**config.mk**
```make
export PLATFORM = sky130hd
export DESIGN_NAME = alu_exec_stage_flat
export DESIGN_NICKNAME = d
export VERILOG_FILES = /design/src/rtl/alu_exec_stage_pkg.sv /design/src/rtl/alu_exec_stage_if.sv /design/src/rtl/alu_exec_stage_flag_gen.sv /design/src/rtl/alu_exec_stage.sv /design/src/flat_wrapper.sv
export SDC_FILE = /design/constraint.sdc
export NUM_CORES = 1
export LEC_CHECK = 0
export BUFFER_PORTS_ARGS = -buffer_cell sky130_fd_sc_hd__buf_2
export CORE_MARGIN = 1
export CORE_UTILIZATION = 50
export CTS_BUF_LIST = sky130_fd_sc_hd__clkbuf_8
export CTS_CLUSTER_DIAMETER = 120
export CTS_CLUSTER_SIZE = 30
export DETAILED_ROUTE_END_ITERATION = 8
export GPL_TIMING_DRIVEN = 0
export PLACE_DENSITY = 0.9
export SYNTH_ARGS = -nofsm -noshare
export SYNTH_HDL_FRONTEND = slang
export SYNTH_SLANG_ARGS = --single-unit
```
**constraint.sdc**
```tcl
create_clock -name clk -period 3.1 [get_ports clk]
set_input_delay 0.155 -clock clk [delete_from_list [all_inputs] [get_ports clk]]
set_output_delay 0.155 -clock clk [all_outputs]
set_load 0.02 [all_outputs]
```
**src/rtl/alu_exec_stage_pkg.sv**
```systemverilog
// rtl/alu_exec_stage_pkg.sv - shared ALU opcode encoding, flag indices and opcode helpers (honours ALU_EXEC_SHIFT_EN)
package alu_opcodes;

    typedef enum logic [2:0] {
        OP_ADD = 3'd0,
        OP_SUB = 3'd1,
        OP_AND = 3'd2,
        OP_OR  = 3'd3,
        OP_XOR = 3'd4,
        OP_SHL = 3'd5,
        OP_SHR = 3'd6,
        OP_ASR = 3'd7
    } alu_op_e;

    localparam int FLAG_Z = 3;
    localparam int FLAG_N = 2;
    localparam int FLAG_C = 1;
    localparam int FLAG_V = 0;

`ifdef ALU_EXEC_SHIFT_EN
    localparam bit SHIFT_EN = 1'b1;
`else
    localparam bit SHIFT_EN = 1'b0;
`endif

    // Shift opcodes are only legal when the in-stage shifter is built.
    function automatic logic op_is_legal(input logic [2:0] op);
        return (op <= OP_XOR) || SHIFT_EN;
    endfunction

    function automatic logic op_is_shift(input logic [2:0] op);
        return (op >= OP_SHL) && SHIFT_EN;
    endfunction

endpackage

```
**src/rtl/alu_exec_stage_if.sv**
```systemverilog
// rtl/alu_exec_stage_if.sv - decode, ALU and writeback signal bundle of the execute stage
interface alu_exec_stage_if #(
    parameter int DATA_W = 8,
    parameter int RD_W   = 3
);
    logic              in_valid;
    logic              in_ready;
    logic [2:0]        in_op;
    logic [DATA_W-1:0] in_a;
    logic [DATA_W-1:0] in_b;
    logic [RD_W-1:0]   in_rd;
    logic [2:0]        alu_op;
    logic [DATA_W-1:0] alu_a;
    logic [DATA_W-1:0] alu_b;
    logic [DATA_W-1:0] alu_result;
    logic              alu_cout;
    logic              wb_valid;
    logic              wb_ready;
    logic [DATA_W-1:0] wb_data;
    logic [RD_W-1:0]   wb_rd;
    logic [3:0]        flags;
    logic              op_err;

    // Environment side: decode, the combinational ALU and writeback.
    modport master (
        output in_valid, in_op, in_a, in_b, in_rd, alu_result, alu_cout, wb_ready,
        input  in_ready, alu_op, alu_a, alu_b, wb_valid, wb_data, wb_rd, flags, op_err
    );

    // Execute stage side.
    modport slave (
        input  in_valid, in_op, in_a, in_b, in_rd, alu_result, alu_cout, wb_ready,
        output in_ready, alu_op, alu_a, alu_b, wb_valid, wb_data, wb_rd, flags, op_err
    );
endinterface

```
**src/rtl/alu_exec_stage_flag_gen.sv**
```systemverilog
// rtl/alu_exec_stage_flag_gen.sv - combinational Z/N/C/V flag generation (shift cases under ALU_EXEC_SHIFT_EN)
module alu_flag_gen
    import alu_opcodes::*;
#(
    parameter int DATA_W = 8
) (
    input  logic [2:0]        i_op,
    input  logic [DATA_W-1:0] i_a,
    input  logic [DATA_W-1:0] i_b,
    input  logic [DATA_W-1:0] i_result,
    input  logic              i_cout,
    output logic [3:0]        o_flags
);
    logic w_a7, w_b7, w_r7;

    assign w_a7 = i_a[DATA_W-1];
    assign w_b7 = i_b[DATA_W-1];
    assign w_r7 = i_result[DATA_W-1];

    // Z/N come from the result; C/V depend on the operation class.
    always_comb begin
        o_flags         = 4'b0000;
        o_flags[FLAG_Z] = (i_result == '0);
        o_flags[FLAG_N] = w_r7;
        case (i_op)
            OP_ADD: begin
                o_flags[FLAG_C] = i_cout;
                o_flags[FLAG_V] = ~(w_a7 ^ w_b7) & (w_a7 ^ w_r7);
            end
            OP_SUB: begin
                o_flags[FLAG_C] = i_cout;
                o_flags[FLAG_V] = (w_a7 ^ w_b7) & (w_a7 ^ w_r7);
            end
`ifdef ALU_EXEC_SHIFT_EN
            OP_SHL, OP_SHR, OP_ASR: begin
                o_flags[FLAG_C] = i_cout;
            end
`endif
            default: begin
                o_flags[FLAG_C] = 1'b0;
                o_flags[FLAG_V] = 1'b0;
            end
        endcase
    end
endmodule

```
**src/rtl/alu_exec_stage.sv**
```systemverilog
// rtl/alu_exec_stage.sv - execute-stage sequencer around the 8-bit ALU; ALU_EXEC_SHIFT_EN adds in-stage shifts
module alu_exec_stage
    import alu_opcodes::*;
#(
    parameter int DATA_W = 8,
    parameter int RD_W   = 3
) (
    input  logic            clk,
    input  logic            rst,
    alu_exec_stage_if.slave bus
);
    typedef enum logic [1:0] {
        S_IDLE  = 2'd0,
        S_EXEC  = 2'd1,
`ifdef ALU_EXEC_SHIFT_EN
        S_SHIFT = 2'd3,
`endif
        S_DONE  = 2'd2
    } state_e;

    state_e            r_state;
    logic [2:0]        r_op;
    logic [DATA_W-1:0] r_a;
    logic [DATA_W-1:0] r_b;
    logic [RD_W-1:0]   r_rd;
    logic              r_wb_valid;
    logic [DATA_W-1:0] r_wb_data;
    logic [3:0]        r_flags;
    logic              r_op_err;

    logic              w_in_ready;
    logic              w_accept;
    logic              w_legal;
    logic [DATA_W-1:0] w_fg_result;
    logic              w_fg_cout;
    logic [3:0]        w_flags;

    // Ready depends only on state and the downstream ready, never on in_valid.
    assign w_in_ready = (r_state == S_IDLE) || ((r_state == S_DONE) && bus.wb_ready);
    assign w_accept   = bus.in_valid && w_in_ready;
    assign w_legal    = op_is_legal(r_op);

`ifdef ALU_EXEC_SHIFT_EN
    logic [DATA_W-1:0] r_sh;
    logic [2:0]        r_cnt;
    logic              r_sh_c;
    logic [DATA_W-1:0] w_sh_next;
    logic              w_sh_c;

    // One bit of shift per cycle; a zero count leaves value and carry untouched.
    always_comb begin
        w_sh_next = r_sh;
        w_sh_c    = r_sh_c;
        if (r_cnt != 3'd0) begin
            case (r_op)
                OP_SHL: begin
                    w_sh_next = {r_sh[DATA_W-2:0], 1'b0};
                    w_sh_c    = r_sh[DATA_W-1];
                end
                OP_SHR: begin
                    w_sh_next = {1'b0, r_sh[DATA_W-1:1]};
                    w_sh_c    = r_sh[0];
                end
                default: begin
                    w_sh_next = {r_sh[DATA_W-1], r_sh[DATA_W-1:1]};
                    w_sh_c    = r_sh[0];
                end
            endcase
        end
    end

    assign w_fg_result = (r_state == S_SHIFT) ? w_sh_next : bus.alu_result;
    assign w_fg_cout   = (r_state == S_SHIFT) ? w_sh_c    : bus.alu_cout;
`else
    assign w_fg_result = bus.alu_result;
    assign w_fg_cout   = bus.alu_cout;
`endif

    alu_flag_gen #(.DATA_W(DATA_W)) u_flag_gen (
        .i_op     (r_op),
        .i_a      (r_a),
        .i_b      (r_b),
        .i_result (w_fg_result),
        .i_cout   (w_fg_cout),
        .o_flags  (w_flags)
    );

    // Sequencer: accept op, execute (or shift), hold the writeback beat until taken.
    always_ff @(posedge clk) begin
        if (rst) begin
            r_state    <= S_IDLE;
            r_op       <= 3'd0;
            r_a        <= '0;
            r_b        <= '0;
            r_rd       <= '0;
            r_wb_valid <= 1'b0;
            r_wb_data  <= '0;
            r_flags    <= 4'b0000;
            r_op_err   <= 1'b0;
`ifdef ALU_EXEC_SHIFT_EN
            r_sh       <= '0;
            r_cnt      <= 3'd0;
            r_sh_c     <= 1'b0;
`endif
        end else begin
            r_op_err <= 1'b0;
            case (r_state)
                S_IDLE: r_state <= S_IDLE;
                S_EXEC: begin
                    r_wb_data  <= w_legal ? bus.alu_result : r_a;
                    if (w_legal) begin
                        r_flags <= w_flags;
                    end
                    r_op_err   <= !w_legal;
                    r_wb_valid <= 1'b1;
                    r_state    <= S_DONE;
                end
`ifdef ALU_EXEC_SHIFT_EN
                S_SHIFT: begin
                    if (r_cnt <= 3'd1) begin
                        r_wb_data  <= w_sh_next;
                        r_flags    <= w_flags;
                        r_wb_valid <= 1'b1;
                        r_state    <= S_DONE;
                    end else begin
                        r_sh   <= w_sh_next;
                        r_sh_c <= w_sh_c;
                        r_cnt  <= r_cnt - 3'd1;
                    end
                end
`endif
                S_DONE: begin
                    if (bus.wb_ready) begin
                        r_wb_valid <= 1'b0;
                        r_state    <= S_IDLE;
                    end
                end
                default: r_state <= S_IDLE;
            endcase
            // An accepted op overrides the IDLE/DONE next-state chosen above.
            if (w_accept) begin
                r_op    <= bus.in_op;
                r_a     <= bus.in_a;
                r_b     <= bus.in_b;
                r_rd    <= bus.in_rd;
                r_state <= S_EXEC;
`ifdef ALU_EXEC_SHIFT_EN
                r_sh    <= bus.in_a;
                r_cnt   <= bus.in_b[2:0];
                r_sh_c  <= 1'b0;
                if (op_is_shift(bus.in_op)) begin
                    r_state <= S_SHIFT;
                end
`endif
            end
        end
    end

    assign bus.in_ready = w_in_ready;
    assign bus.alu_op   = r_op;
    assign bus.alu_a    = r_a;
    assign bus.alu_b    = r_b;
    assign bus.wb_valid = r_wb_valid;
    assign bus.wb_data  = r_wb_data;
    assign bus.wb_rd    = r_rd;
    assign bus.flags    = r_flags;
    assign bus.op_err   = r_op_err;
endmodule

```
**src/flat_wrapper.sv**
```systemverilog
// flat-port wrapper written by rule: the top's interface ports become plain ports
module alu_exec_stage_flat import alu_opcodes::*;
#(
    parameter int DATA_W = 8,
    parameter int RD_W   = 3
)
  (clk, rst, bus_in_valid, bus_in_op, bus_in_a, bus_in_b, bus_in_rd, bus_alu_result, bus_alu_cout, bus_wb_ready, bus_in_ready, bus_alu_op, bus_alu_a, bus_alu_b, bus_wb_valid, bus_wb_data, bus_wb_rd, bus_flags, bus_op_err);
  alu_exec_stage_if #(.DATA_W(DATA_W), .RD_W(RD_W)) bus_i ();
  input  logic clk;
  input  logic rst;
  input wire logic [$bits(bus_i.in_valid)-1:0] bus_in_valid;
  input wire logic [$bits(bus_i.in_op)-1:0] bus_in_op;
  input wire logic [$bits(bus_i.in_a)-1:0] bus_in_a;
  input wire logic [$bits(bus_i.in_b)-1:0] bus_in_b;
  input wire logic [$bits(bus_i.in_rd)-1:0] bus_in_rd;
  input wire logic [$bits(bus_i.alu_result)-1:0] bus_alu_result;
  input wire logic [$bits(bus_i.alu_cout)-1:0] bus_alu_cout;
  input wire logic [$bits(bus_i.wb_ready)-1:0] bus_wb_ready;
  output wire logic [$bits(bus_i.in_ready)-1:0] bus_in_ready;
  output wire logic [$bits(bus_i.alu_op)-1:0] bus_alu_op;
  output wire logic [$bits(bus_i.alu_a)-1:0] bus_alu_a;
  output wire logic [$bits(bus_i.alu_b)-1:0] bus_alu_b;
  output wire logic [$bits(bus_i.wb_valid)-1:0] bus_wb_valid;
  output wire logic [$bits(bus_i.wb_data)-1:0] bus_wb_data;
  output wire logic [$bits(bus_i.wb_rd)-1:0] bus_wb_rd;
  output wire logic [$bits(bus_i.flags)-1:0] bus_flags;
  output wire logic [$bits(bus_i.op_err)-1:0] bus_op_err;
  assign bus_i.in_valid = bus_in_valid;
  assign bus_i.in_op = bus_in_op;
  assign bus_i.in_a = bus_in_a;
  assign bus_i.in_b = bus_in_b;
  assign bus_i.in_rd = bus_in_rd;
  assign bus_i.alu_result = bus_alu_result;
  assign bus_i.alu_cout = bus_alu_cout;
  assign bus_i.wb_ready = bus_wb_ready;
  assign bus_in_ready = bus_i.in_ready;
  assign bus_alu_op = bus_i.alu_op;
  assign bus_alu_a = bus_i.alu_a;
  assign bus_alu_b = bus_i.alu_b;
  assign bus_wb_valid = bus_i.wb_valid;
  assign bus_wb_data = bus_i.wb_data;
  assign bus_wb_rd = bus_i.wb_rd;
  assign bus_flags = bus_i.flags;
  assign bus_op_err = bus_i.op_err;
  alu_exec_stage #(.DATA_W(DATA_W), .RD_W(RD_W)) u_core (.clk(clk), .rst(rst), .bus(bus_i));
endmodule
```
# Word-level counts from Yosys, hierarchy flattened
# Cells that the tools add are included.
# W data, S select, Z words.
# op_classes
order_cmp	1
eq_ne	5
mux	7
bitwise_logic	6
reduce_logical	12
# ops
op	count
$logic_not A8 Y1	1
$mux W8	1
$pmux W2 S2	2
$reduce_and A2 Y1	2
$reduce_or A2 Y1	2
$eq A3 B1 Y1 const B	1
$le A3 B3 Y1 const B	1
$logic_not A3 Y1	1
$ne A3 B2 Y1 const B	1
$and A1 B1 Y1	2
$eq A2 B1 Y1 const B	1
$eq A2 B2 Y1 const B	1
$logic_and A1 B1 Y1	2
$logic_not A2 Y1	1
$mux W1	2
$mux W2	1
$ne A2 B2 Y1 const B	1
$not A1 Y1	2
$pmux W1 S2	1
$reduce_bool A2 Y1	1
$xor A1 B1 Y1	2
$logic_not A1 Y1	1
$logic_or A1 B1 Y1	1
# totals
regBits	38
in_bits	35
output_inout_bits	37
wordCells	41

# Logic depth before layout (Yosys ltp)
# Gate-level depths: netlist of the first run.
# depth
ltp_word	5
ltp_mapped	5
depth_no_buf	3

# Cells and area by module
# Synthesis of the first run repeated with hierarchy kept, for this count alone.
# unflattened
cells_unflattened	140
hier_area_um2	1423.9
# by_module_without_submodules
module	n_inst	cells_per_inst	area_per_inst_um2	seq_area_each_um2
alu_exec_stage	1	131	1352.5	760.7
alu_flag_gen	1	9	71.3	0.0

# Worst setup path before layout of the first run
# Ideal clock, no wire load.
# synth_path
path_type	register to register
startpoint	register u_core.r_state[1]
endpoint	register u_core.r_a[0], in the netlist u_core.bus.alu_a[0]
setup_ns	0.117
arrival_ns	1.019
required_time_ns	2.983
setup_slack_ns	1.965
stages_incl_launch_ff	6
n_path_buf	2
synth_period_minus_slack_ns	1.135
cell_sequence	dfxtp_1 -> nand2b_1 -> and3_4 -> buf_6 -> buf_6 -> a22o_1
# synth_between
elab_chain_cells	4
elab_cells_between_ends	5
cone_classes	1 x eq/ne; 4 x reduce/logical
# synth_lines
element	line	rtl
start, declared	alu_exec_stage.sv:21	state_e r_state;
start signal, assigned	alu_exec_stage.sv:91	r_state <= S_IDLE;
start signal, assigned	alu_exec_stage.sv:108	S_IDLE: r_state <= S_IDLE;
start signal, assigned	alu_exec_stage.sv:116	r_state <= S_DONE;
$eq A2 B2 Y1	alu_exec_stage.sv:39	assign w_in_ready = (r_state == S_IDLE) || ((r_state == S_DONE) && bus.wb_ready);
$logic_and A1 B1 Y1	alu_exec_stage.sv:39	
$logic_or A1 B1 Y1 (*)	alu_exec_stage.sv:39	
$logic_and A1 B1 Y1 (*)	alu_exec_stage.sv:40	assign w_accept = bus.in_valid && w_in_ready;
end signal, assigned	alu_exec_stage.sv:143	r_a <= bus.in_a;
end, declared	alu_exec_stage.sv:23	logic [DATA_W-1:0] r_a;
# Every way passes the cells marked *; elsewhere a longest branch is shown, timed or not.
# A chain may end at the register's enable or synchronous reset.

# Worst setup path in the final report of the first run
# layout_path
startpoint	register u_core.r_op[0], in the netlist u_core.bus.alu_op[0]
endpoint	register u_core.r_flags[3], in the netlist u_core.bus.flags[3]
# layout_between
elab_chain_cells	2
# layout_lines
element	line	rtl
start, declared	alu_exec_stage.sv:22	logic [2:0] r_op;
start signal, assigned	alu_exec_stage.sv:142	r_op <= bus.in_op;
$le A3 B3 Y1	alu_exec_stage_pkg.sv:28	return (op <= OP_XOR) || SHIFT_EN;
$reduce_and A2 Y1 (no line)	--	
end signal, assigned	alu_exec_stage.sv:112	r_flags <= w_flags;
end, declared	alu_exec_stage.sv:28	logic [3:0] r_flags;
# Every way passes these cells.

==> impl_metrics.py, run 1 <==
metrics = {
    "sta": {
        "hold_viol_final": 0,
        "finalWorstPathRequiredPeriod_ns": 1.261,
        "rsz0062_at_grt": "false",
        "hold_slack_ns": 0.06948,
        "setup_viol": 0,
        "worst_slew_margin_rel": 0.7395,
        "fin_crit_sh": 0.4069,
        "setup_total_negative_slack_ns": 0,
        "worst_pin_slew_ns": 0.3908,
        "clk_skew_ns": 0.003581,
        "fmaxAchievable_mhz": 792.9,
        "maxSlewViolCount": 0,
    },
    "yosys": {
        "syn-instance-count": 138,
        "syn_nets": 173,
        "yosysUniqueCellTypes": 28,
        "avgSynthCellArea_sq_um": 10.12,
        "yosys.area.top_type_share": 0.5448,
        "post_synth_main_area_contributors": "dfxtp_1 (54%), a22o_1 (14%), nand2_1 (4.8%), o21ai_1 (4.7%), a31oi_1 (3.6%)",
        "synth.yosys.seq_area_share": 0.5448,
        "synth.yosys.warnings": 0,
        "cell_area_after_technology_mapping_sq_um": 1396,
        "yosysTopAreaCell": "dfxtp_1",
        "flop_and_latch_count_out_of_synthesis": 38,
    },
    "clocking": {
        "tritoncts_num_sinks": 38,
        "cts-htree-levels": 2,
        "cts_hold_buf": 0,
        "cts_resized": 0,
        "cts_tree": "yes",
        "cts_buffer_depth": 2,
        "clkSlewWorstSetupHoldPaths_ns": 0.07,
        "clock_insertion_delay_worst_skew_ns": 0.29,
        "postCtsSetupBuffers": 0,
        "cts-buffers-inserted": 5,
        "ctsRootBufferMaster": "clkbuf_8",
    },
    "floorplan": {
        "fp.dieArea_sq_um": 3008,
        "floorplan.rows": 18,
        "floorplan.initialDensity": 0.5439,
        "io_pins": 72,
        "die_x_microns": 54.85,
        "die_y_microns": 54.85,
        "floorplan.core_area_sq_um": 2567,
    },
    "drt": {
        "wl_per_cell_microns": 14.01,
        "drt_iter0_markers": 34,
        "routed_wirelength_microns": 3460,
        "number_of_vias_per_cell_after_detailed_routing": 5.547,
        "detail_route.drc_violations": 0,
        "vias_after_detailed_routing": 1370,
        "firstDrtPassIters": 4,
        "antenna_left": 0,
    },
    "worst_setup_path": {
        "worst_setup_path_startpoint": "u_core.bus.alu_op[0]",
        "cp_top_delay_family": "compound AO/OA/AOI/OAI gates",
        "worst-r2r-cell-count": 4,
        "path_cells": "o21ai_1 > buf_2 > nand4_1 > a21oi_1",
        "reg2reg_setup_slack_ns": 1.84,
        "cp_num_cells": 4,
        "path_buf_inv": 1,
        "crit_path_top_delay_cell": "dfxtp_1",
        "regToRegStartpoint": "u_core.bus.alu_op[0]",
        "endpoint": "u_core.bus.flags[3]",
        "cp_max_fo": 10,
        "r2r_end": "u_core.bus.flags[3]",
        "crit_path_start_kind": "flip-flop",
        "crit_arrival_ns": 1.48,
        "critPathMaxStageDelay_ns": 0.36,
        "worst-endpoint-required_ns": 3.32,
        "worstSetupPathType": "reg -> reg",
        "endpoint_kind": "flip-flop",
    },
    "cells_and_area": {
        "layout.cells.most_common": "buf_2",
        "commonest_cells_after_routing_fill_and_taps_aside": "buf_2 (76), dfxtp_1 (38), a22o_1 (22)",
        "drive_above_1_share": 0.4240,
        "num_antenna_cells": 0,
        "design.final.nets": 251,
        "post_route_insts_no_fill": 247,
        "fillCellCount": 204,
        "area_growth_syn_to_layout_pct": 38.35,
    },
    "power_and_ir_drop": {
        "cellLeakagePower_nw": 0.9612,
        "ir_drop_mv": 0.6750,
        "power_density_nw_per_um2": 636.2,
    },
    "global_routing": {
        "grt_max_degree": 13,
        "global_route.usage.total": 0.2468,
        "grt_first_pass_wirelength_microns": 5064,
        "globalRouteOverflowTotal": 0,
        "grt_pass1_vias": 1151,
        "grt_antenna_before_repair": 0,
    },
    "worst_hold_path": {
        "hold_class": "in -> reg",
    },
    "place": {
        "placed_cells": 239,
        "routabilityCongestion": 0.7581,
        "dp_hpwl_microns": 2540,
        "port_buffers": 71,
    },
    "flow_run": {
        "max_cap_check_violation_count": 0,
    },
    "run_status": {
        "result_of_the_run": "complete, no violations",
    },
}
[layer usage]
layer	up-vias	track usage	routed length [microns]
met3	7	0.07500	303
met1	621	0.3038	1486
met4	0	0.09402	46
met2	75	0.3996	1624
li1	667	-	-
met5	-	0	0
[flip-flops by register name, indices dropped and copies added, names as in the netlist]
signal and flops:
u_core.bus.alu_a 8, u_core.bus.alu_b 8, u_core.bus.alu_op 3, u_core.bus.flags 4, u_core.bus.op_err 1, u_core.bus.wb_data 8
u_core.bus.wb_rd 3, u_core.bus.wb_valid 1, u_core.r_state 2
[Yosys cell counts]
master,n
dfxtp_1,38
a22o_1,22
nand2_1,18
o21ai_1,13
a31oi_1,8
buf_2,5
a21oi_1,4
nand2b_1,4
buf_6,3
nand4_1,2
nor2b_1,2
nor3_1,2
nor4_1,2
a21oi_2,1
a32o_1,1
and2_1,1
and2b_1,1
and3_1,1
and3_4,1
buf_4,1
clkbuf_1,1
inv_2,1
mux2i_1,1
nand3_1,1
nor2_1,1
nor2b_2,1
o21a_1,1
xor2_1,1
[kinds of logic after synthesis]
| group | after synthesis | share of synthesized area |
|---|---|---|
| simple gates | 37 | 0.1353 |
| compound gates | 50 | 0.2536 |
| xor+xnor | 1 | 0.006274 |
| mux | 1 | 0.007169 |
| flops | 38 | 0.5448 |
| buf+inv | 11 | 0.05286 |
[layout make-up]
cell class,instances,area (sq um),area share
timing repair buffer,71,355.3,0.1839
tap,30,37.54,0.01943
inverter,1,3.754,0.001943
sequential,38,760.7,0.3938
clock inverter,2,60.06,0.03109
buffer,10,70.07,0.03627
clock buffer,6,82.58,0.04275
multi-input combinational,89,561.8,0.2908
[metrics by stage]
| stage | instance area, sq um | setup WS [ns] | utilization | total power (W) |
|---|---|---|---|---|
| finish | 1932 | 1.839 | 0.7524 | 0.001229 |
| global route | 1932 | 1.733 | 0.7524 | 0.001273 |
| CTS | 1932 | 1.831 | 0.7524 | 0.001232 |
| detailed placement | 1789 | 1.853 | 0.6969 | 0.0007217 |
| global placement | 1789 | 1.902 | 0.6969 | 0.0007154 |
| floorplan | 1396 | 1.965 | - | 0.0006520 |
[power by group]
| group | total, W | switching, W | internal [W] |
|---|---|---|---|
| sequential | 0.000541 | 0.0000223 | 0.000519 |
| clock | 0.000517 | 0.000174 | 0.000343 |
| combinational | 0.000170 | 0.0000978 | 0.0000727 |
| total | 0.00123 | 0.000294 | 0.000935 |
[worst min-delay path by stage]
stage,slack (ns),startpoint,to,depth (start not counted)
finish,0.07,bus_in_b[3],u_core.bus.alu_b[3],2
global route,0.06,bus_in_b[3],u_core.bus.alu_b[3],2
CTS,0.06,bus_in_b[7],u_core.bus.alu_b[7],2
detailed placement,0.37,bus_in_b[7],u_core.bus.alu_b[7],2
global placement,0.37,bus_in_op[2],u_core.bus.alu_op[2],2
floorplan,0.22,rst,u_core.bus.flags[1],1
Power figures use the tool's default switching activity.
==> run 2, diff against run 1 <==
--- a/config.mk
+++ b/config.mk
@@ -7,13 +7,13 @@
 export LEC_CHECK = 0
 export BUFFER_PORTS_ARGS = -buffer_cell sky130_fd_sc_hd__buf_2
 export CORE_MARGIN = 1
-export CORE_UTILIZATION = 50
+export CORE_UTILIZATION = 46
 export CTS_BUF_LIST = sky130_fd_sc_hd__clkbuf_8
 export CTS_CLUSTER_DIAMETER = 120
 export CTS_CLUSTER_SIZE = 30
 export DETAILED_ROUTE_END_ITERATION = 8
 export GPL_TIMING_DRIVEN = 0
-export PLACE_DENSITY = 0.9
+export PLACE_DENSITY = 0.84
 export SYNTH_ARGS = -nofsm -noshare
 export SYNTH_HDL_FRONTEND = slang
 export SYNTH_SLANG_ARGS = --single-unit
==> constraint.sdc (replaced) <==
create_clock -name clk -period 1.3 [get_ports clk]
set_input_delay 0.065 -clock clk [delete_from_list [all_inputs] [get_ports clk]]
set_output_delay 0.065 -clock clk [all_outputs]
set_load 0.02 [all_outputs]
==> impl_metrics.py, run 2 (synthesis results as in run 1) <==
metrics = {
    "power_and_ir_drop": {
        "power_density_nw_per_um2": 1213,
        "ir_drop_mv": 0.9861,
        "cellLeakagePower_nw": 1.044,
    },
    "floorplan": {
        "floorplan.initialDensity": 0.4978,
        "io_pins": 72,
        "floorplan.core_area_sq_um": 2805,
        "floorplan.rows": 19,
        "die_y_microns": 57.10,
        "die_x_microns": 57.10,
        "fp.dieArea_sq_um": 3260,
    },
    "global_routing": {
        "grt_pass1_vias": 1301,
        "global_route.usage.total": 0.2445,
        "grt_first_pass_wirelength_microns": 5996,
        "grt_antenna_before_repair": 0,
        "grt_max_degree": 12,
        "globalRouteOverflowTotal": 0,
    },
    "cells_and_area": {
        "seqCellArea_sq_um": 762.0,
        "num_antenna_cells": 0,
        "drive_above_1_share": 0.3933,
        "multi_input_comb_area_sq_um": 580.6,
        "commonest_cells_after_routing_fill_and_taps_aside": "buf_2 (73), dfxtp_1 (37), a22o_1 (22), dlygate4sd3_1 (22), nand2_1 (18)",
        "layout.cells.most_common": "buf_2",
        "postLayoutCoreUtil": 0.7591,
        "fillCellCount": 217,
        "area_growth_syn_to_layout_pct": 52.51,
        "design.final.nets": 273,
    },
    "flow_run": {
        "max_cap_check_violation_count": 0,
    },
    "drt": {
        "wl_per_cell_microns": 13.92,
        "drt_iter0_markers": 109,
        "routed_wirelength_microns": 3758,
        "antenna_left": 0,
        "number_of_vias_per_cell_after_detailed_routing": 5.185,
        "detail_route.drc_violations": 10,
        "firstDrtPassIters": 6,
        "vias_after_detailed_routing": 1400,
    },
    "sta": {
        "fmaxAchievable_mhz": 798.4,
        "worst_slew_margin_rel": 0.7379,
        "hold_slack_ns": 0.03997,
        "clk_skew_ns": 0.003368,
        "hold_viol_final": 0,
        "worst_pin_slew_ns": 0.3931,
        "fin_crit_sh": 0.9634,
        "rsz0062_at_grt": "false",
        "setup_total_negative_slack_ns": 0,
        "finalWorstPathRequiredPeriod_ns": 1.252,
        "maxSlewViolCount": 0,
        "setup_viol": 0,
    },
    "worst_setup_path": {
        "worst-endpoint-required_ns": 1.48,
        "crit_path_top_delay_cell": "dfxtp_1",
        "worstSetupPathType": "reg -> reg",
        "cp_max_fo": 10,
        "path_cells": "nand2b_4 > and3_4 > buf_6 > buf_6 > a22o_1",
        "crit_path_start_kind": "flip-flop",
        "crit_arrival_ns": 1.43,
        "critPathMostFrequentCell": "buf_6",
        "endpoint_kind": "flip-flop",
        "critPathMaxStageDelay_ns": 0.43,
    },
    "clocking": {
        "cts_buffer_depth": 2,
        "cts_tree": "yes",
        "tritoncts_num_sinks": 38,
        "postCtsSetupBuffers": 0,
        "clkSlewWorstSetupHoldPaths_ns": 0.07,
        "cts-htree-levels": 2,
        "clock_insertion_delay_worst_skew_ns": 0.29,
        "cts-buffers-inserted": 5,
        "ctsRootBufferMaster": "clkbuf_8",
    },
    "worst_hold_path": {
        "hold_class": "in -> reg",
    },
    "place": {
        "dp_hpwl_microns": 2429,
        "port_buffers": 71,
        "routabilityCongestion": 0.7635,
    },
    "run_status": {
        "violated_checks": "design-rule violations",
        "result_of_the_run": "complete, but fails checks",
    },
}
## run 2: changes by cell type in the layout (fill, tap and decap cells not counted)
cell / change
a21oi_2: -1
a21oi_4: +1
buf_2: -3
bufinv_16: -2
clkbuf_4: +3
clkinv_2: +1
dfxtp_1: -1
dfxtp_2: +1
dlygate4sd3_1: +22
inv_1: +1
nand2b_1: -1
nand2b_4: +1
o21ai_1: -1
o21ai_2: +1
## run 2: what timing repair did
action | 4_1_cts | 5_1_grt
setup endpoints to repair | 0 | 25
gates resized for setup | 0 | 7
hold endpoints to repair | 22 | 0
hold buffers | 22 | 0
## run 2: cell type report
cell class	instances	share of cell area
inverters	1	0.001763
repair buffers	93	0.2703
clock inverters	2	0.004113
clock buffers	6	0.03878
plain buffers	10	0.03643
well taps	31	0.01821
multi-input cells	89	0.2726
flip-flops and latches	38	0.3578
## run 2: metrics by stage
step	power [W]	std cells	cell area (sq um)	setup slack (ns)
floorplan	0.001555	138	1396	0.1645
global placement	0.001712	240	1790	0.08411
detailed placement	0.001719	240	1790	0.05964
CTS	0.002577	270	2102	0.04668
global route	0.002682	270	2130	0.008231
finish	0.002584	270	2130	0.04754
## run 2: worst paths after layout
check / from / endpoint / slack, ns / depth (start not counted)
setup / recovery: u_core.r_state[1] / u_core.bus.alu_b[3] / 0.05 / 5
hold / removal: bus_alu_result[4] / u_core.bus.wb_data[4] / 0.04 / 3
setup reg to reg: u_core.r_state[1] / u_core.bus.alu_b[3] / 0.05 / 5
hold reg to reg: u_core.bus.alu_b[0] / u_core.bus.alu_b[0] / 0.48 / 1
## run 2: per-layer routing
metal | track usage | wire length, microns | vias to the layer above
met2 | 0.4101 | 1805 | 61
li1 | - | - | 706
met3 | 0.07029 | 244 | 7
met1 | 0.2929 | 1638 | 626
met4 | 0.1045 | 68 | 0
met5 | 0 | 0 | -
## run 2: critical path: cells and delay by family (launching register included)
| kind | cells | cell delay [ns] |
|---|---|---|
| AO/OA/AOI/OAI | 1 | 0.19 |
| AND/OR/NAND/NOR | 2 | 0.27 |
| buffers and inverters | 2 | 0.25 |
| flip-flops | 1 | 0.43 |
## run 2: power by group
group / internal (W) / leakage, nW / switching, W
logic: 0.000222 / 0.679 / 0.000245
registers: 0.00124 / 0.312 / 0.0000557
clock network: 0.000420 / 0.0524 / 0.000403
total: 0.00188 / 1.04 / 0.000703
==> run 3, diff against run 2 <==
--- a/config.mk
+++ b/config.mk
@@ -13,7 +13,7 @@
 export CTS_CLUSTER_SIZE = 30
 export DETAILED_ROUTE_END_ITERATION = 8
 export GPL_TIMING_DRIVEN = 0
-export PLACE_DENSITY = 0.84
+export PLACE_DENSITY_LB_ADDON = 0.12
 export SYNTH_ARGS = -nofsm -noshare
 export SYNTH_HDL_FRONTEND = slang
 export SYNTH_SLANG_ARGS = --single-unit
==> impl_metrics.py, run 3 (synthesis results as in run 1) <==
metrics = {
    "power_and_ir_drop": {
        "net-switching-power_w": 0.0007155,
        "p_comb_frac": 0.178,
        "ir_drop_mv": 0.7885,
        "p_sw_frac": 0.2811,
        "share_seq_of_total_power": 0.508,
        "clockPowerShare": 0.314,
        "power_density_nw_per_um2": 1214,
        "cell_internal_pwr_w": 0.001830,
        "cellLeakagePower_nw": 1.023,
    },
    "cells_and_area": {
        "layout.cells.most_common": "buf_2",
        "design.final.nets": 272,
        "post_route_insts_no_fill": 269,
        "multi_input_comb_area_sq_um": 565.5,
        "num_antenna_cells": 0,
        "area_growth_syn_to_layout_pct": 50.18,
        "drive_above_1_share": 0.3992,
        "seqCellArea_sq_um": 763.2,
        "fillCellCount": 208,
        "commonest_cells_after_routing_fill_and_taps_aside": "buf_2 (76), dfxtp_1 (36), a22o_1 (22)",
    },
    "global_routing": {
        "grt_first_pass_wirelength_microns": 6030,
        "globalRouteOverflowTotal": 0,
        "grt_max_degree": 14,
        "grt_antenna_before_repair": 0,
        "grt_pass1_vias": 1366,
        "global_route.usage.total": 0.2429,
    },
    "worst_setup_path": {
        "crit_path_start_kind": "flip-flop",
        "cp_top_delay_family": "flip-flops",
        "worst-endpoint-required_ns": 1.48,
        "path_buf_inv": 2,
        "crit_path_top_delay_cell": "dfxtp_2",
        "critPathMaxStageDelay_ns": 0.36,
        "critPathMostFrequentCell": "buf_6",
        "endpoint_kind": "flip-flop",
        "path_cells": "nand2b_1 > and3_4 > buf_6 > buf_6 > a22o_1",
        "worstSetupPathType": "reg -> reg",
        "crit_arrival_ns": 1.40,
        "cp_max_fo": 10,
    },
    "sta": {
        "worst_pin_slew_ns": 0.4336,
        "hold_viol_final": 0,
        "setup_total_negative_slack_ns": 0,
        "finalWorstPathRequiredPeriod_ns": 1.218,
        "hold_slack_ns": 0.01511,
        "worst_slew_margin_rel": 0.7109,
        "clk_skew_ns": 0.006442,
        "fmaxAchievable_mhz": 821.2,
        "setup_viol": 0,
        "maxSlewViolCount": 0,
        "fin_crit_sh": 0.9367,
        "rsz0062_at_grt": "false",
    },
    "clocking": {
        "cts-buffers-inserted": 5,
        "tritoncts_num_sinks": 38,
        "cts-htree-levels": 2,
        "postCtsSetupBuffers": 0,
        "clkSlewWorstSetupHoldPaths_ns": 0.07,
        "cts_tree": "yes",
        "clock_insertion_delay_worst_skew_ns": 0.29,
        "cts_buffer_depth": 2,
        "ctsRootBufferMaster": "clkbuf_8",
    },
    "drt": {
        "wl_per_cell_microns": 13.42,
        "drt_iter0_markers": 43,
        "routed_wirelength_microns": 3611,
        "firstDrtPassIters": 6,
        "detail_route.drc_violations": 4,
        "vias_after_detailed_routing": 1410,
        "number_of_vias_per_cell_after_detailed_routing": 5.242,
        "antenna_left": 0,
    },
    "run_status": {
        "result_of_the_run": "complete, but fails checks",
        "violated_checks": "design-rule violations",
    },
    "place": {
        "port_buffers": 71,
        "routabilityCongestion": 0.7518,
        "placed_cells": 240,
        "dp_hpwl_microns": 2463,
    },
    "floorplan": {
        "die_y_microns": 57.10,
        "fp.dieArea_sq_um": 3260,
        "floorplan.initialDensity": 0.4978,
        "io_pins": 72,
        "die_x_microns": 57.10,
        "floorplan.core_area_sq_um": 2805,
        "floorplan.rows": 19,
    },
    "worst_hold_path": {
        "hold_class": "in -> reg",
    },
    "flow_run": {
        "max_cap_check_violation_count": 0,
    },
}
==> run 3: worst reg2reg max path: cells and delay by family (launching register included) <==
kind                   cells  cell delay [ns]
flip-flops                 1             0.36
AND/OR/NAND/NOR            2             0.32
buffers and inverters      2             0.25
AO/OA/AOI/OAI              1             0.19
==> run 3: per-layer routing <==
layer  share of wire  wire length, microns  global-route usage  vias to the layer above
met3           0.066                   240             0.05669                        9
met4           0.025                    89              0.1394                        0
met2            0.49                  1766              0.4134                       65
met5               0                     0                   0                        -
met1            0.42                  1515              0.2798                      629
li1                -                     -                   -                      707
==> run 3: through the flow <==
step / total power [W] / setup WS [ns] / utilization / area [sq um]
floorplan: 0.001555 / 0.1645 / - / 1396
global placement: 0.001708 / 0.09036 / 0.6383 / 1790
detailed placement: 0.001719 / 0.05320 / 0.6383 / 1790
CTS: 0.002552 / 0.04080 / 0.7417 / 2081
global route: 0.002655 / 0.02302 / 0.7475 / 2097
finish: 0.002545 / 0.08234 / 0.7475 / 2097
==> run 3: cell type report <==
cell class	count	share of cell area
multi-input cells	89	0.2697
inverters	1	0.001790
repair buffers	92	0.2697
flip-flops and latches	38	0.3640
plain buffers	10	0.03341
well taps	31	0.01850
clock buffers	5	0.03282
clock inverters	3	0.01014
==> run 3: timing repair <==
item / CTS / global route
endpoints found under the hold margin: 20 / 1
setup endpoints to repair: 0 / 12
hold buffers: 20 / 1
resized for setup: 0 / 3
==> run 3: power by group through the flow <==
stage	sequential [W]	clock, W	combinational (W)
floorplan	0.00140	0	0.000159
global route	0.00130	0.000860	0.000491
detailed placement	0.00132	0	0.000404
global placement	0.00131	0	0.000396
CTS	0.00129	0.000813	0.000450
finish	0.00129	0.000799	0.000454
==> run 3: final timing paths <==
kind	startpoint	to	slack, ns	depth (start not counted)
setup / recovery	u_core.r_state[1]	u_core.bus.alu_a[4]	0.08	5
hold / removal	bus_in_a[4]	u_core.bus.alu_a[4]	0.02	2
setup reg to reg	u_core.r_state[1]	u_core.bus.alu_a[4]	0.08	5
hold reg to reg	u_core.bus.wb_rd[2]	u_core.bus.wb_rd[2]	0.48	1
